<file path="src/rtl/mux_nto1_stream.sv">
// -----------------------------------------------------------------------------
// mux_nto1_stream
//   Parametrised N:1 registered stream multiplexer with valid/ready handshake.
//   Two channel-select modes:
//     mode = 0 : static select, the channel indexed by sel is granted when valid
//     mode = 1 : round-robin, the first valid channel at or after rr_ptr wins
//   The output beat (valid/data/channel) is fully registered; one beat per
//   cycle, one cycle of latency from input handshake to output.
//
// Parameters
//   N      number of input channels (N >= 2)
//   WIDTH  data width per channel  (WIDTH >= 1)
//   SELW   channel-index width, derived from N (not overridable)
//
// Ports
//   clk        rising-edge clock
//   rst_n      asynchronous active-low reset
//   mode       0 = static select via sel, 1 = round-robin
//   sel        channel index used in static mode (values >= N never grant)
//   in_valid   per-channel valid
//   in_data    packed channel data, channel i at [i*WIDTH +: WIDTH]
//   in_ready   per-channel ready, combinational, at most one bit set
//   out_valid  registered output valid
//   out_data   registered output data
//   out_chan   source channel of the current out_data
//   out_ready  consumer ready
// -----------------------------------------------------------------------------
module mux_nto1_stream #(
  parameter  int N     = 4,
  parameter  int WIDTH = 8,
  localparam int SELW  = $clog2(N)
) (
  input  logic               clk,
  input  logic               rst_n,
  input  logic               mode,
  input  logic [SELW-1:0]    sel,
  input  logic [N-1:0]       in_valid,
  input  logic [N*WIDTH-1:0] in_data,
  output logic [N-1:0]       in_ready,
  output logic               out_valid,
  output logic [WIDTH-1:0]   out_data,
  output logic [SELW-1:0]    out_chan,
  input  logic               out_ready
);

  // Output register and round-robin pointer
  logic               vld_p0;
  logic [WIDTH-1:0]   data_p0;
  logic [SELW-1:0]    chan_p0;
  logic [SELW-1:0]    rr_ptr;

  // Combinational grant decision
  logic               load_en;
  logic               grant_vld;
  logic [SELW-1:0]    grant_idx;
  logic [WIDTH-1:0]   grant_data;
  logic               xfer;
  logic [SELW-1:0]    rr_next;

  // Channel index reached k steps after ptr, wrapping modulo N. N need not be
  // a power of two, so the wrap is explicit rather than relying on overflow.
  function automatic logic [SELW-1:0] rr_cand(input logic [SELW-1:0] ptr,
                                              input int              k);
    int c;
    c = int'(ptr) + k;
    if (c >= N) c = c - N;
    return SELW'(c);
  endfunction

  // Pointer value after serving channel g: the channel just after it.
  function automatic logic [SELW-1:0] rr_after(input logic [SELW-1:0] g);
    logic [SELW-1:0] nxt;
    if (g == SELW'(N - 1)) nxt = '0;
    else                   nxt = g + SELW'(1);
    return nxt;
  endfunction

  // The register can take a new beat when it is empty or being drained now.
  assign load_en = !vld_p0 || out_ready;

  always_comb begin
    grant_vld = 1'b0;
    grant_idx = '0;
    if (!mode) begin
      // Comparing sel against every legal index means an out-of-range sel
      // (possible when N is not a power of two) simply matches nothing.
      for (int i = 0; i < N; i++) begin
        if ((sel == SELW'(i)) && in_valid[i]) begin
          grant_vld = 1'b1;
          grant_idx = SELW'(i);
        end
      end
    end else begin
      // Scan from the farthest offset back to rr_ptr so the closest valid
      // channel to the pointer is the one left standing.
      for (int k = N - 1; k >= 0; k--) begin
        if (in_valid[rr_cand(rr_ptr, k)]) begin
          grant_vld = 1'b1;
          grant_idx = rr_cand(rr_ptr, k);
        end
      end
    end
  end

  always_comb begin
    grant_data = '0;
    for (int i = 0; i < N; i++) begin
      if (grant_idx == SELW'(i)) grant_data = in_data[i*WIDTH +: WIDTH];
    end
  end

  // No handshake is offered while reset is held, even though the empty
  // register would otherwise make load_en true.
  always_comb begin
    in_ready = '0;
    for (int i = 0; i < N; i++) begin
      if (rst_n && load_en && grant_vld && (grant_idx == SELW'(i))) in_ready[i] = 1'b1;
    end
  end

  assign xfer    = load_en && grant_vld;
  assign rr_next = rr_after(grant_idx);

  // ---- stage p0: registered output beat ----
  always_ff @(posedge clk or negedge rst_n) begin
    if (!rst_n) begin
      vld_p0  <= 1'b0;
      data_p0 <= '0;
      chan_p0 <= '0;
      rr_ptr  <= '0;
    end else begin
      if (load_en) begin
        // A pop with nothing granted empties the register; data/chan hold.
        vld_p0 <= grant_vld;
        if (grant_vld) begin
          data_p0 <= grant_data;
          chan_p0 <= grant_idx;
        end
      end
      if (xfer && mode) rr_ptr <= rr_next;
    end
  end

  assign out_valid = vld_p0;
  assign out_data  = data_p0;
  assign out_chan  = chan_p0;

  // A stalled beat must stay put until the consumer takes it.
  a_hold_stable: assert property (@(posedge clk) disable iff (!rst_n)
    (vld_p0 && !out_ready) |=> (vld_p0 && $stable(data_p0) && $stable(chan_p0)));

  a_ready_onehot: assert property (@(posedge clk) disable iff (!rst_n)
    $onehot0(in_ready));

endmodule
</file>
<file path="config.mk">
export PLATFORM = sky130hd
export DESIGN_NAME = mux_nto1_stream
export DESIGN_NICKNAME = d
export VERILOG_FILES = /design/src/rtl/mux_nto1_stream.sv
export SDC_FILE = /design/constraint.sdc
export NUM_CORES = 1
export LEC_CHECK = 0
export ABC_AREA = 0
export CAP_MARGIN = 10
export CORE_MARGIN = 2
export CORE_UTILIZATION = 34
export DETAILED_ROUTE_END_ITERATION = 7
export GPL_TIMING_DRIVEN = 0
export PLACE_DENSITY = 0.76
export SYNTH_ARGS = -nofsm -noshare
export SYNTH_HDL_FRONTEND = slang
export SYNTH_SLANG_ARGS = --single-unit
</file>
<file path="constraint.sdc">
create_clock -name clk -period 2.2 [get_ports clk]
set_input_delay 0.44 -clock clk [delete_from_list [all_inputs] [get_ports clk]]
set_output_delay 0.44 -clock clk [all_outputs]
set_load 0.02 [all_outputs]
</file>
# Word-level counts from Yosys, hierarchy flattened
# Cells that the tools add are included.
[classes]
addsub = 8
order_cmp = 8
n_eq_ne = 6
muxes = 42
n_reduce_logical = 17
[op_table]
columns = ["op", "count"]
rows = [
  ["$mux 2", 16],
  ["$mux 8", 4],
  ["$mux 1", 18],
  ["$logic_and 1x1->1", 12],
  ["$lt 2x3->1 const B", 4],
  ["$ge 3x3->1 const B", 3],
  ["$bmux 1 s2", 4],
  ["$eq 2x2->1 const B", 4],
  ["$sub 2x1->2 const B", 4],
  ["$add 2x2->3 const B", 2],
  ["$eq 2x1->1 const B", 2],
  ["$logic_not 2->1", 2],
  ["$add 2x1->3 const B", 1],
  ["$ge 2x3->1 const B", 1],
  ["$add 2x1->2 const B", 1],
  ["$reduce_and 2->1", 1],
  ["$logic_not 1->1", 1],
  ["$logic_or 1x1->1", 1],
]
[word_totals]
reg_bits = 13
in_bits = 42
output_inout_bits = 15
word_cells = 85

# Longest topological paths before layout
# Gate-level depths: netlist of run 1.
[depth]
word_depth = 16
depth_mapped = 11
mapped_depth_nobuf = 11

# Least setup slack after synthesis of run 1
# OpenSTA, ideal clock, no wires.
[synth_timing]
path_type = "reg-to-output"
from = "register rr_ptr[1]"
to = "output port in_ready[2]"
arrival_ns = 1.958
required_ns = 1.760
path_slack_ns = -0.198
stages_incl_launch_ff = 8
path_buffers = 1
cell_sequence = "dfrtp_1 nand2b_1 a211oi_1 a311oi_1 o21ai_1 ha_1 clkbuf_1 and3_1"
[synth_between]
elab_chain_cells = 14
word_cells_on_any_way = 41
classes_between = "add/sub (7); order compare (4); eq/ne (1); mux (27); reduce/logical (2)"
[synth_lines]
columns = ["item", "line_no", "source"]
rows = [
  ["start, declared", "50", "logic [SELW-1:0] rr_ptr;"],
  ["start signal, assigned", "140", "if (xfer && mode) rr_ptr <= rr_next;"],
  ["$add 2x2->3", "65", "c = int'(ptr) + k;"],
  ["$ge 3x3->1 or $sub 2x1->2 (tied branches)", "66", "if (c >= N) c = c - N;"],
  ["$mux 2", "66", ""],
  ["$mux 2", "84", "if (!mode) begin"],
  ["$bmux 1 s2", "97", "if (in_valid[rr_cand(rr_ptr, k)]) begin"],
  ["$mux 1 (implied by the code)", "97", ""],
  ["$mux 2 (3 in a row)", "97", ""],
  ["$mux 2 *", "97", ""],
  ["$mux 2 *", "84", ""],
  ["net grant_idx[1]", "55", "logic [SELW-1:0] grant_idx;"],
  ["$eq 2x2->1 *", "117", "if (rst_n && load_en && grant_vld && (grant_idx == SELW'(i))) in_ready[i] = 1'b1;"],
  ["$logic_and 1x1->1 *", "117", ""],
  ["$mux 1 *", "117", ""],
  ["end, declared", "39", "output logic [N-1:0] in_ready,"],
]
# Mark *: on every way through the listed nets, which the timed path passes. The rest lies on a longest branch. The select of a mux whose other input is x is not followed.

# Final worst setup path of run 1
[layout_timing]
from = "register rr_ptr[1]"
to = "output port in_ready[3]"
# The elaborated chain is that of the path after synthesis.

==> results of run 1 <==
==> final cells by class <==
cell class              instances  area [um^2]
repair buffers                 69          669
fillers                       203          815
flip-flops and latches         13          327
well taps                      31         38.8
multi-input cells              88          801
inverters                       6         22.5
plain buffers                   5         58.8
clock buffers                   4         26.3
==> flip-flops by register name, indices dropped and copies added (netlist names) <==
name	count
out_chan	2
out_data	8
out_valid	1
rr_ptr	2
==> placed cells by master, fill, tap and decap left out, types with 2 or more instances in the layout <==
cell type and n:
clkbuf_4 3, buf_6 10, inv_1 3, nand2_1 3
nor3_1 5, a221oi_2 4, mux2_2 2, mux2_4 2
and3_4 3, a21oi_1 18, clkdlybuf4s50_1 45, inv_2 3
nand3_2 2, dlygate4sd2_1 5, buf_4 9, ha_2 2
dfrtp_1 12, nor2_1 10, a221oi_4 3, ha_4 2
nor3_2 4, nor2b_1 7
==> worst max path at each step <==
stage	from	end	slack, ps	cells after the start
after CTS	rr_ptr[1]	in_ready[1]	-330	9
after detailed placement	mode	in_ready[2]	-1450	9
final	rr_ptr[1]	in_ready[3]	-400	9
after global routing	rr_ptr[1]	in_ready[3]	-490	9
after global placement	mode	in_ready[2]	-1370	9
after floorplan	rr_ptr[1]	in_ready[2]	7	7
==> stage by stage <==
step	worst slack, ps	util (%)	std cells	hold slack [ps]
CTS	-331	68.9	216	524
global placement	-1370	58.8	200	502
floorplan	7.44	-	113	144
detailed placement	-1450	58.8	200	502
finish	-400	70.5	216	524
global route	-494	70.5	216	544
==> critical path: stages, from the launching register on <==
cell      delay (ps)
dfrtp_2          450
nand2b_4         160
a211oi_4         270
a311oi_2          70
o21ai_2          260
buf_4            170
ha_4             130
buf_6             90
and3_4           170
buf_6            110
==> what timing repair did <==
item | CTS | global route
pin swaps | 19 | 6
buffers inserted | 13 | 0
endpoints found under the setup margin | 13 | 12
resized for setup | 62 | 10
==> where the power goes <==
| part | leakage (nW) | switching, W | internal, W |
|---|---|---|---|
| logic | 0.638 | 0.000489 | 0.000564 |
| registers | 0.148 | 0.0000649 | 0.000325 |
| clock network | 0.0150 | 0.0000750 | 0.0000701 |
==> logic make-up (layout without fill, tap and decap cells) <==
group	after synthesis	count (layout)	share of synthesized area, %
adders and majority gates	4	4	5.04
and+or+nand+nor	42	42	24.1
buffers and inverters	12	84	6.68
muxes	6	6	8.95
AOI/OAI and AO/OA	36	36	22.4
DFF	13	13	32.8
==> layer usage <==
layer	global-route usage (%)	wire length, um	vias up
met4	5.32	57	0
met3	2.90	263	8
met1	26.9	1440	571
met2	40.3	1820	55
li1	-	-	561
met5	0	0	-
==> reports/metrics.csv, run 1 <==
stage,metric,value,unit
status,status,"finished, violations left",
status,violations,negative setup slack,
drt,wl_per_cell,16.6,um
die,design.core.area,0.00276,mm^2
timing,fin_tns_setup,-3340,ps
final_layout,fin_nets,232,
cts,clk_pin_slew,80,ps
final_layout,insertedDiodeCount,0,
placement,placed_area,0.00162,mm^2
pwr,finalPower,0.00159,W
timing,final-hold-violation-count,0,
setup_path,endpoint_kind,output port,
die,die-area,0.00337,mm^2
timing,fmax,385,MHz
setup_path,cp.arrival,2160,ps
timing,fin_ws,-400,ps
cts,cts_buffers,3,
pwr,p_per_area,817,mW/mm^2
flow_run,cap_violations,0,
synthesis,ys_seq_elements,13,
synthesis,synth_area_per_cell,8.78,um^2
synthesis,synth_top_area_share,32.8,%
synthesis,syn-cell-area,992,um^2
timing,slew_headroom,54.7,%
synthesis,synth_warnings,0,
synthesis,syn_inst,113,
drt,wl,3.58,mm
min_path,hp-start,out_chan[0],
synthesis,yosys.cell_count.top_type,a21oi_1,
cts,clock-root-buffer,clkbuf_4,
setup_path,regToRegStartpoint,rr_ptr[1],
timing,timing.final.crit_share,118,%
placement,port_buffers,56,
setup_path,reg2reg_setup_slack,-310,ps
min_path,holdPathStages,1,
final_layout,syn_to_final_growth,95.8,%
timing,finClkSkew,2.11,ps
grt,grt_pass1_wl,5.71,mm
synthesis,syn-num-nets,159,
timing,rsz0062_at_grt,yes,
grt,grt_pass1_vias,1220,
drt,remaining_drc_errors,0,
synthesis,synth_area_leaders,"dfrtp_1 33%, a21oi_1 10%, a221oi_1 6.2%, ha_1 5.0%, nor2b_1 5.0%",
cts,cts_buffer_depth,2,
die,die_w,58.0,um
min_path,min_to,out_chan[0],
cts,cts_tree,built,
drt,routed_via_density,5.53,
timing,fin_crit,2600,ps
synthesis,post_synth_num_cell_types,32,
setup_path,start_kind,flip-flop,
timing,worst_pin_slew,678,ps
die,start_util,36.0,%
min_path,hp-class,flip-flop to flip-flop,
pwr,leakagePower,0.800,nW
cts,hold_buffers,0,
setup_path,cp.required,1760,ps
cts,cts.sink_count,13,
cts,clock_latency,270,ps
grt,grt_max_degree,18,
setup_path,critical_path_peak_fanout,5,
setup_path,crit_type,flip-flop to output port,
synthesis,synth_ff_type,dfrtp_1,
die,row_count,19,
grt,grt_antenna_before_repair,0,
setup_path,r2r_cells,13,
drt,ant_nets,0,
die,dieHeight,58.0,um
drt,drtPass1Iterations,4,
final_layout,fin_area,0.00194,mm^2
timing,report.final.slew_viol_count,0,
pwr,ir_worst_vdd,0.000772,V
synthesis,ys_seq_area_share,32.8,%
synthesis,synth.top_cells.by_count,"20 x a21oi_1, 13 x dfrtp_1, 10 x nor2_1",
synthesis,synth-async-reset-ratio,100,%
timing,setup_viol,12,
placement,place.gp.congestion,0.875,
die,io-pin-count,57,
placement,hpwlAfterDp,2.40,mm
drt,dr.first_iter.drc_count,53,
grt,gr-total-overflow,0,
drt,num_vias,1195,
setup_path,reg2reg_to,out_data[2],
final_layout,layout-drive-gt1-share,35.1,%
cts,htreeDepth,1,
synthesis,synth_edf_count,0,
grt,track_usage,21.9,%
synthesis,synth_top_area_cell,dfrtp_1,
Note: power is estimated with default switching activity, not from simulation.
==> inputs of run 2 (changes only) <==
CORE_UTILIZATION = 35   (was 34)
CTS_BUF_LIST = sky130_fd_sc_hd__clkbuf_4   (was not set)
PLACE_DENSITY = 0.78   (was 0.76)
==> reports/metrics.csv, run 2 (same netlist as run 1, synthesis figures left out) <==
stage,metric,value,unit
status,status,"finished, violations left",
status,violations,negative setup slack,
final_layout,layout-drive-gt1-share,36.0,%
pwr,finalPower,0.00162,W
die,row_count,19,
drt,remaining_drc_errors,0,
pwr,p_sw_share,39.2,%
grt,gr-total-overflow,0,
pwr,leakagePower,0.807,nW
cts,clock-root-buffer,clkbuf_4,
pwr,seqPwrFrac,24.4,%
placement,port_buffers,56,
setup_path,crit_slowest_cell,dfrtp_2,
timing,fin_crit,2610,ps
drt,ant_nets,0,
timing,finClkSkew,4.69,ps
timing,fin_ws,-406,ps
drt,dr.first_iter.drc_count,53,
placement,place.gp.congestion,0.854,
pwr,ir_worst_vdd,0.000641,V
timing,hold-worst-slack,523,ps
min_path,hp-class,flip-flop to flip-flop,
drt,wl,3.66,mm
setup_path,cp.arrival,2170,ps
pwr,internal-power,0.000983,W
cts,cts_buffers,3,
timing,worst_pin_slew,723,ps
setup_path,crit_type,flip-flop to output port,
grt,grt_pass1_wl,4.82,mm
die,die-area,0.00328,mm^2
final_layout,layout_commonest_cell,clkdlybuf4s50_1,
die,die_w,57.2,um
pwr,comb_power_share,65.8,%
grt,grt_antenna_before_repair,0,
final_layout,insertedDiodeCount,0,
cts,htreeDepth,1,
flow_run,cap_violations,0,
setup_path,worstPathCellList,"nand2b_4, a211oi_4, a311oi_2, o21ai_2, buf_4, ha_4, buf_8, and3_4, buf_6",
grt,grt_max_degree,18,
cts,hold_buffers,0,
pwr,p_per_area,822,mW/mm^2
drt,num_vias,1211,
timing,setup_viol,12,
setup_path,start_kind,flip-flop,
timing,fin_tns_setup,-3510,ps
setup_path,critical_path_peak_fanout,5,
die,design.core.area,0.00273,mm^2
die,dieHeight,57.2,um
final_layout,largest_reg_flops,8,
cts,cts_buffer_depth,2,
grt,track_usage,18.7,%
timing,timing.final.crit_share,118,%
timing,slew_headroom,51.7,%
pwr,net-switching-power,0.000634,W
final_layout,fin_nets,233,
cts,clock_latency,270,ps
die,start_util,36.3,%
final_layout,final_cell_mix,"45 x clkdlybuf4s50_1, 17 x a21oi_1, 12 x dfrtp_1, 10 x nor2_1, 10 x buf_4",
pwr,pwr-share-clk,9.8,%
cts,cts_tree,built,
cts,clk_pin_slew,80,ps
timing,fmax,384,MHz
drt,drtPass1Iterations,4,
drt,wl_per_cell,16.9,um
final_layout,syn_to_final_growth,98.4,%
drt,routed_via_density,5.58,
cts,cts.sink_count,13,
die,io-pin-count,57,
timing,final-hold-violation-count,0,
setup_path,cp.required,1760,ps
timing,report.final.slew_viol_count,0,
grt,grt_pass1_vias,1097,
setup_path,max_stage_delay,450,ps
placement,hpwlAfterDp,2.32,mm
setup_path,endpoint_kind,output port,
timing,rsz0062_at_grt,yes,
## run 2: cell types whose count changed in the layout (fill, tap and decap cells not counted), moves of 2 or more
| cell | before | now |
|---|---|---|
| a21oi_2 | 1 | 3 |
| a221oi_2 | 4 | 6 |
| a221oi_4 | 3 | 1 |
| buf_6 | 10 | 8 |
| nor3_1 | 5 | 7 |
| nor3_2 | 4 | 2 |
## run 2: stage by stage
stage | cell area, um^2 | utilization, % | instances | setup slack [ps]
after global routing | 1970 | 72.0 | 217 | -483
final | 1970 | 72.0 | 217 | -406
after floorplan | 1020 | - | 113 | 7.44
after global placement | 1620 | 59.3 | 200 | -1370
after CTS | 1810 | 66.1 | 211 | -342
after detailed placement | 1620 | 59.3 | 200 | -1410
## run 2: layout make-up
type,count,area [um^2]
plain buffers,5,60.1
clock buffers,4,30.0
fillers,196,766
inverters,6,22.5
multi-input cells,88,790
flip-flops and latches,13,327
well taps,31,38.8
repair buffers,70,701
## run 2: path summary, 6_finish.rpt
check,startpoint,end,slack [ps],cells after the start
max,rr_ptr[1],in_ready[2],-410,9
min,out_chan[0],out_chan[0],520,1
max reg2reg,rr_ptr[1],out_data[6],-310,12
min reg2reg,out_chan[0],out_chan[0],520,1
max in group asynchronous,rst_n,rr_ptr[1],1110,1
min in group asynchronous,rst_n,out_data[7],600,1
## run 2: layer usage
metal | track usage (%) | wire length [um] | vias to the layer above
li1 | - | - | 564
met1 | 22.9 | 1440 | 587
met2 | 33.7 | 1890 | 54
met3 | 2.95 | 266 | 6
met4 | 5.32 | 63 | 0
met5 | 0 | 0 | -
## run 2: what timing repair did
action	4_1_cts	5_1_grt
buffers inserted	8	5
cloned	0	1
setup endpoints to repair	13	12
endpoints found under the hold margin	0	0
resized for setup	54	20
pin swaps	8	10
## run 2: power by group through the flow
stage	clock network [W]	logic (W)	registers, W
2_1_floorplan	0	0.000361	0.000465
3_3_place_gp	0	0.000751	0.000382
3_5_place_dp	0	0.000767	0.000388
4_1_cts	0.000158	0.000900	0.000387
5_1_grt	0.000170	0.00113	0.000406
6_report	0.000159	0.00106	0.000394
## run 2: worst max-delay path, delay by kind of cell (launching register included)
family                     cells  cell delay [ps]
buffers and inverters          3              360
adders and majority gates      1              140
DFF                            1              450
AOI/OAI and AO/OA              3              600
and+or+nand+nor                2              320
